**config.mk**
```make
export PLATFORM = sky130hd
export DESIGN_NAME = bitrev_sequencer
export DESIGN_NICKNAME = d
export VERILOG_FILES = /design/src/rtl/fft_pkg.sv /design/src/rtl/bitrev_addr.sv /design/src/rtl/bitrev_sequencer.sv
export SDC_FILE = /design/constraint.sdc
export NUM_CORES = 1
export LEC_CHECK = 0
export ABC_AREA = 1
export CAP_MARGIN = 20
export CORE_ASPECT_RATIO = 0.6
export CORE_MARGIN = 8
export CORE_UTILIZATION = 45
export CTS_CLUSTER_DIAMETER = 200
export CTS_CLUSTER_SIZE = 25
export DETAILED_ROUTE_END_ITERATION = 8
export PLACE_DENSITY = 0.81
export RECOVER_POWER = 25
export SLEW_MARGIN = 0
export SYNTH_ARGS = -nofsm -noshare
export SYNTH_HDL_FRONTEND = slang
export SYNTH_SLANG_ARGS = --single-unit
```
**constraint.sdc**
```tcl
create_clock -name clk -period 3.3 [get_ports clk]
set_input_delay 0.66 -clock clk [delete_from_list [all_inputs] [get_ports clk]]
set_output_delay 0.66 -clock clk [all_outputs]
set_load 0.02 [all_outputs]
```
**src/rtl/fft_pkg.sv**
```systemverilog
// Shared FFT front-end definitions.
// Frame-size defaults and sequencer state encoding.
package fft_pkg;

    localparam int LOG2N_DEF = 7;
    localparam int N_DEF     = 1 << LOG2N_DEF;

    typedef enum logic [1:0] {
        ST_IDLE  = 2'd0,
        ST_LOAD  = 2'd1,
        ST_DRAIN = 2'd2
    } state_t;

endpackage

```
**src/rtl/bitrev_addr.sv**
```systemverilog
// Pure combinational bit reversal of an address.
// Bit k of the output is bit LOG2N-1-k of the input.
module bitrev_addr #(
    parameter int LOG2N = 7
) (
    input  logic [LOG2N-1:0] i_addr,
    output logic [LOG2N-1:0] o_addr
);

    genvar g;
    for (g = 0; g < LOG2N; g++) begin : g_rev
        assign o_addr[g] = i_addr[LOG2N-1-g];
    end

endmodule

```
**src/rtl/bitrev_sequencer.sv**
```systemverilog
// Bit-reversal reorder sequencer over an external frame buffer.
// Writes land at reversed addresses; reads drain in natural order.
module bitrev_sequencer
    import fft_pkg::*;
#(
    parameter int LOG2N = LOG2N_DEF,
    parameter int DW    = 32
) (
    input  logic             clk,
    input  logic             rst,
    input  logic             start,
    input  logic             in_valid,
    input  logic [DW-1:0]    in_data,
    output logic             in_ready,
    output logic             mem_we,
    output logic [LOG2N-1:0] mem_waddr,
    output logic [DW-1:0]    mem_wdata,
    output logic             mem_re,
    output logic [LOG2N-1:0] mem_raddr,
    input  logic [DW-1:0]    mem_rdata,
    output logic             out_valid,
    output logic [DW-1:0]    out_data,
    output logic             out_last,
    input  logic             out_ready,
    output logic             busy,
    output logic             frame_done
);

    localparam int N = 1 << LOG2N;
    localparam logic [LOG2N:0]   N_CNT     = (LOG2N+1)'(N);
    localparam logic [LOG2N-1:0] LAST_ADDR = LOG2N'(N - 1);

    state_t           r_state;
    logic [LOG2N:0]   r_wcnt;
    logic [LOG2N:0]   r_rcnt;
    logic             r_inflight;
    logic             r_inflight_last;
    logic [DW-1:0]    r_fifo_data [2];
    logic [1:0]       r_fifo_last;
    logic             r_rd_ptr;
    logic             r_wr_ptr;
    logic [1:0]       r_occ;

    logic             w_in_hs;
    logic             w_out_hs;
    logic [1:0]       w_pend;
    logic [LOG2N-1:0] w_waddr;

    bitrev_addr #(
        .LOG2N (LOG2N)
    ) u_rev (
        .i_addr (r_wcnt[LOG2N-1:0]),
        .o_addr (w_waddr)
    );

    assign in_ready  = (r_state == ST_LOAD);
    assign busy      = (r_state != ST_IDLE);
    assign w_in_hs   = in_valid && in_ready;

    assign mem_we    = w_in_hs;
    assign mem_waddr = w_waddr;
    assign mem_wdata = in_data;

    assign out_valid  = (r_occ != 2'd0);
    assign out_data   = r_fifo_data[r_rd_ptr];
    assign out_last   = out_valid && r_fifo_last[r_rd_ptr];
    assign w_out_hs   = out_valid && out_ready;
    assign frame_done = w_out_hs && out_last;

    // Entries held after this cycle's pop plus the read in flight;
    // counting the pop lets a steady stream issue one read per cycle.
    assign w_pend    = r_occ - {1'b0, w_out_hs} + {1'b0, r_inflight};
    assign mem_re    = (r_state == ST_DRAIN) && (w_pend < 2'd2)
                       && !r_rcnt[LOG2N];
    assign mem_raddr = r_rcnt[LOG2N-1:0];

    // Frame sequencing: load N samples, then drain until last handshake.
    always_ff @(posedge clk or negedge rst) begin
        if (!rst) begin
            r_state <= ST_IDLE;
            r_wcnt  <= '0;
            r_rcnt  <= '0;
        end else begin
            unique case (r_state)
                ST_IDLE: begin
                    if (start) begin
                        r_state <= ST_LOAD;
                        r_wcnt  <= '0;
                        r_rcnt  <= '0;
                    end
                end
                ST_LOAD: begin
                    if (w_in_hs) begin
                        r_wcnt <= r_wcnt + 1'b1;
                        if (r_wcnt == N_CNT - 1'b1) begin
                            r_state <= ST_DRAIN;
                        end
                    end
                end
                ST_DRAIN: begin
                    if (mem_re) begin
                        r_rcnt <= r_rcnt + 1'b1;
                    end
                    if (frame_done) begin
                        r_state <= ST_IDLE;
                    end
                end
                default: r_state <= ST_IDLE;
            endcase
        end
    end

    // Read tracking and FIFO pointers/occupancy.
    always_ff @(posedge clk or negedge rst) begin
        if (!rst) begin
            r_inflight      <= 1'b0;
            r_inflight_last <= 1'b0;
            r_fifo_last     <= '0;
            r_rd_ptr        <= 1'b0;
            r_wr_ptr        <= 1'b0;
            r_occ           <= 2'd0;
        end else begin
            r_inflight      <= mem_re;
            r_inflight_last <= mem_re && (r_rcnt[LOG2N-1:0] == LAST_ADDR);
            if (r_inflight) begin
                r_fifo_last[r_wr_ptr] <= r_inflight_last;
                r_wr_ptr              <= ~r_wr_ptr;
            end
            if (w_out_hs) begin
                r_rd_ptr <= ~r_rd_ptr;
            end
            r_occ <= r_occ + {1'b0, r_inflight} - {1'b0, w_out_hs};
        end
    end

    // FIFO payload capture; contents are don't-care while empty.
    always_ff @(posedge clk) begin
        if (r_inflight) begin
            r_fifo_data[r_wr_ptr] <= mem_rdata;
        end
    end

endmodule

```
==> reports/results.txt <==
Max Freq - 0.320 GHz
dpl ws - -0.125 ns
CTS tree - done
CTS Root Cell - clkbuf_16
status - completed
total gr overflow - 0
Die X - 140 um
Synth cell types - 28
post-synthesis mux area share - 0%
Net Switching - 0.00118 W
Cell Chain, Critical Path - clkdlybuf4s50_1 > inv_1 > nor2_1 > ha_1 > inv_1 > ha_1 > inv_1 > nand2_1 > nand3_4 > clkinv_2 > dlygate4sd2_1
YS warnings - 0
area grow syn2layout - 24.1%
internal cell power - 0.00235 W
placer congestion estimate - 0.828
mapped cell area - 0.00416 sq mm
Synth Net Count - 473
Clock power frac - 28.6%
Post-Synth Simple-Gate Area - 21.6%
Port Buffer Count - 89
most common cell after layout, fill and taps aside - nand2_1
critical path's largest stage delay - 0.48 ns
synth top area cells - edfxtp_1 (46%), dfrtp_1 (16%), nand2_1 (13%), buf_4 (8.5%), inv_1 (2.5%)
Initial Util - 45.7%
Fin. Hold Viols - 0
initial antenna violation count - 1
vias in the first global route - 2802
H-tree levels - 3
sequential share of the synthesized area - 61.9%
Pre-antenna DRT Iters - 4
Wirelength per Cell - 15.0 um
Fin Hold WS - 0.500 ns
layout cell share with drive strength beyond 1 - 9.19%
# rows - 27
#FFs+latches synth - 90
antenna-violating nets left - 0
Worst-Margin Slew - 1.42 ns
top-area cell type share of the netlist area - 46.2%
Initial DRC Count - 174
first-pass GRT wire length - 14.3 mm
Syn Inst Count - 400
crit-path most repeated cell - inv_1
worst path bufs/invs - 6
Worst path top cell family by delay - buffers and inverters
Final setup viols - 0
Synth area leader - edfxtp_1
syn avg cell area - 10.4 sq um
Total Wirelength - 8.63 mm
Post-Synth XOR/XNOR Area - 0.632%
max-slew violations - 0
slew margin rel. - 5.32%
Tcrit/Tclk final - 94.8%
Tmin final - 3.13 ns
Worst-path clk slew - 0.06 ns
overall power - 0.00354 W
Residual DRC - 0
die area - 0.0127 sq mm
Lkg Pwr - 2.21 nW
# hold bufs at CTS - 0
total CTS buffers - 9
Worst Path Class, Setup - in2out
final instance area - 0.00516 sq mm
Req. time, crit path - 2.64 ns
Worst setup SP type - input port
Crit path arrival time - 2.47 ns
I/O pins - 154
Worst path slowest cell - clkdlybuf4s50_1
layout filler cell count - 766
critical path peak fanout - 5
pin count of the biggest net entering global routing - 35
DR vias - 2778
Switching Fraction - 33.5%
Hold Path Class - reg2reg
Adder-Cell Fraction of Synth Area - 1.20%
area post-placement - 0.00486 sq mm
clk sink count - 90
# Max-Cap Violations - 0
combinational share of power - 33.9%
Power Dens Cells - 685 mW/mm^2
most frequent cells in the layout - nand2_1 (149), edfxtp_1 (64), clkdlybuf4s50_1 (56)
final worst slack - 0.172 ns
maximum vdd drop - 405 uV
final worst clock skew - 0.00764 ns
clk_lat worst skew - 0.33 ns
nets - 525
overall die height - 90.4 um
setup TNS - 0 ns
main combinational cell family by area after synthesis - simple AND/OR/NAND/NOR gates
RSZ-0062 raised after global routing - false
Critical Path End Type - output port
dpl hpwl - 6.16 mm
GRT Total Usage - 14.1%
Via density - 4.84
Flop pwr share - 37.4%
core box area - 0.00909 sq mm
post-synthesis compound-gate area fraction - 2.29%
Max Root-Sink Buffers - 2
per-layer routing:
layer  track usage (%)  routed length (um)  vias to the layer above
met5                 0                   0                        -
met4              5.30                 120                        0
met3              5.49                 566                       18
met2              23.7                4300                       79
met1              16.0                3640                     1323
li1                  -                   -                     1358
registers in the layout (all words and copies together) (netlist names):
signal	flops
r_wcnt	8
r_fifo_data	64
r_wr_ptr	1
r_rd_ptr	1
r_occ	2
r_inflight_last	1
r_inflight	1
r_fifo_last	2
r_state	2
r_rcnt	8
power by group through the flow:
stage | clock (W) | sequential [W] | combinational, W
6_report | 0.00101 | 0.00132 | 0.00120
5_1_grt | 0.00108 | 0.00133 | 0.00131
4_1_cts | 0.00104 | 0.00132 | 0.00124
3_5_place_dp | 0 | 0.00135 | 0.00122
3_3_place_gp | 0 | 0.00134 | 0.00121
2_1_floorplan | 0 | 0.00133 | 0.000769
worst min-delay path, cell delays in order (launching register included):
cell and delay [ns]:
dfrtp_1 0.35, nand2_1 0.05, o21ai_0 0.06
timing repair:
item,CTS,global route
endpoints found under the hold margin,0,0
buffers inserted,0,0
endpoints found under the setup margin,1,0
gates resized for setup,1,0
area by class of cell:
type                    instances  area [sq um]  area share (%)
clock inverters                 7          77.6            1.50
diodes                          1          2.50          0.0485
well taps                     116           145            2.81
clock buffers                   9           225            4.36
repair buffers                 95           931            18.0
flip-flops and latches         90          2570            49.9
multi-input cells             222          1070            20.8
inverters                      34           131            2.55
cells in the mapped netlist:
master and n:
nand2_1 149, edfxtp_1 64, buf_4 47, inv_1 28, dfrtp_1 26, nand3_1 19
nor2_1 11, nand4_1 9, buf_2 5, ha_1 4, inv_2 4, o21ai_1 4
a21oi_2 3, nand2_4 3, o21ai_0 3, xor2_1 3, a21oi_1 2, clkbuf_1 2
nand3_4 2, nor2_2 2, nor2_8 2, o21bai_1 2, a22o_1 1, clkinv_2 1
inv_4 1, nand2_2 1, nor2_4 1, nor3_1 1
path summary, 6_finish.rpt:
path	slack, ns	end	start	depth (start not counted)
min reg2reg	0.50	r_fifo_last[0]	r_fifo_last[0]	2
min in group asynchronous	1.18	r_rcnt[1]	rst	2
max in group asynchronous	1.28	r_wcnt[1]	rst	2
min	0.50	r_fifo_last[0]	r_fifo_last[0]	2
max reg2reg	1.34	r_rcnt[6]	r_occ[1]	13
max	0.17	mem_re	out_ready	11
metrics by stage:
stage	util [%]	std cells
finish	56.8	574
global route	56.8	574
CTS	56.8	573
detailed placement	53.5	557
global placement	53.5	557
floorplan	-	400
cells by family after synthesis:
kind of cell,Yosys count
flops,90
buf+inv,88
fa+ha+maj,4
xor+xnor,3
compound gates,15
simple gates,200
Power figures use the tool's default switching activity.
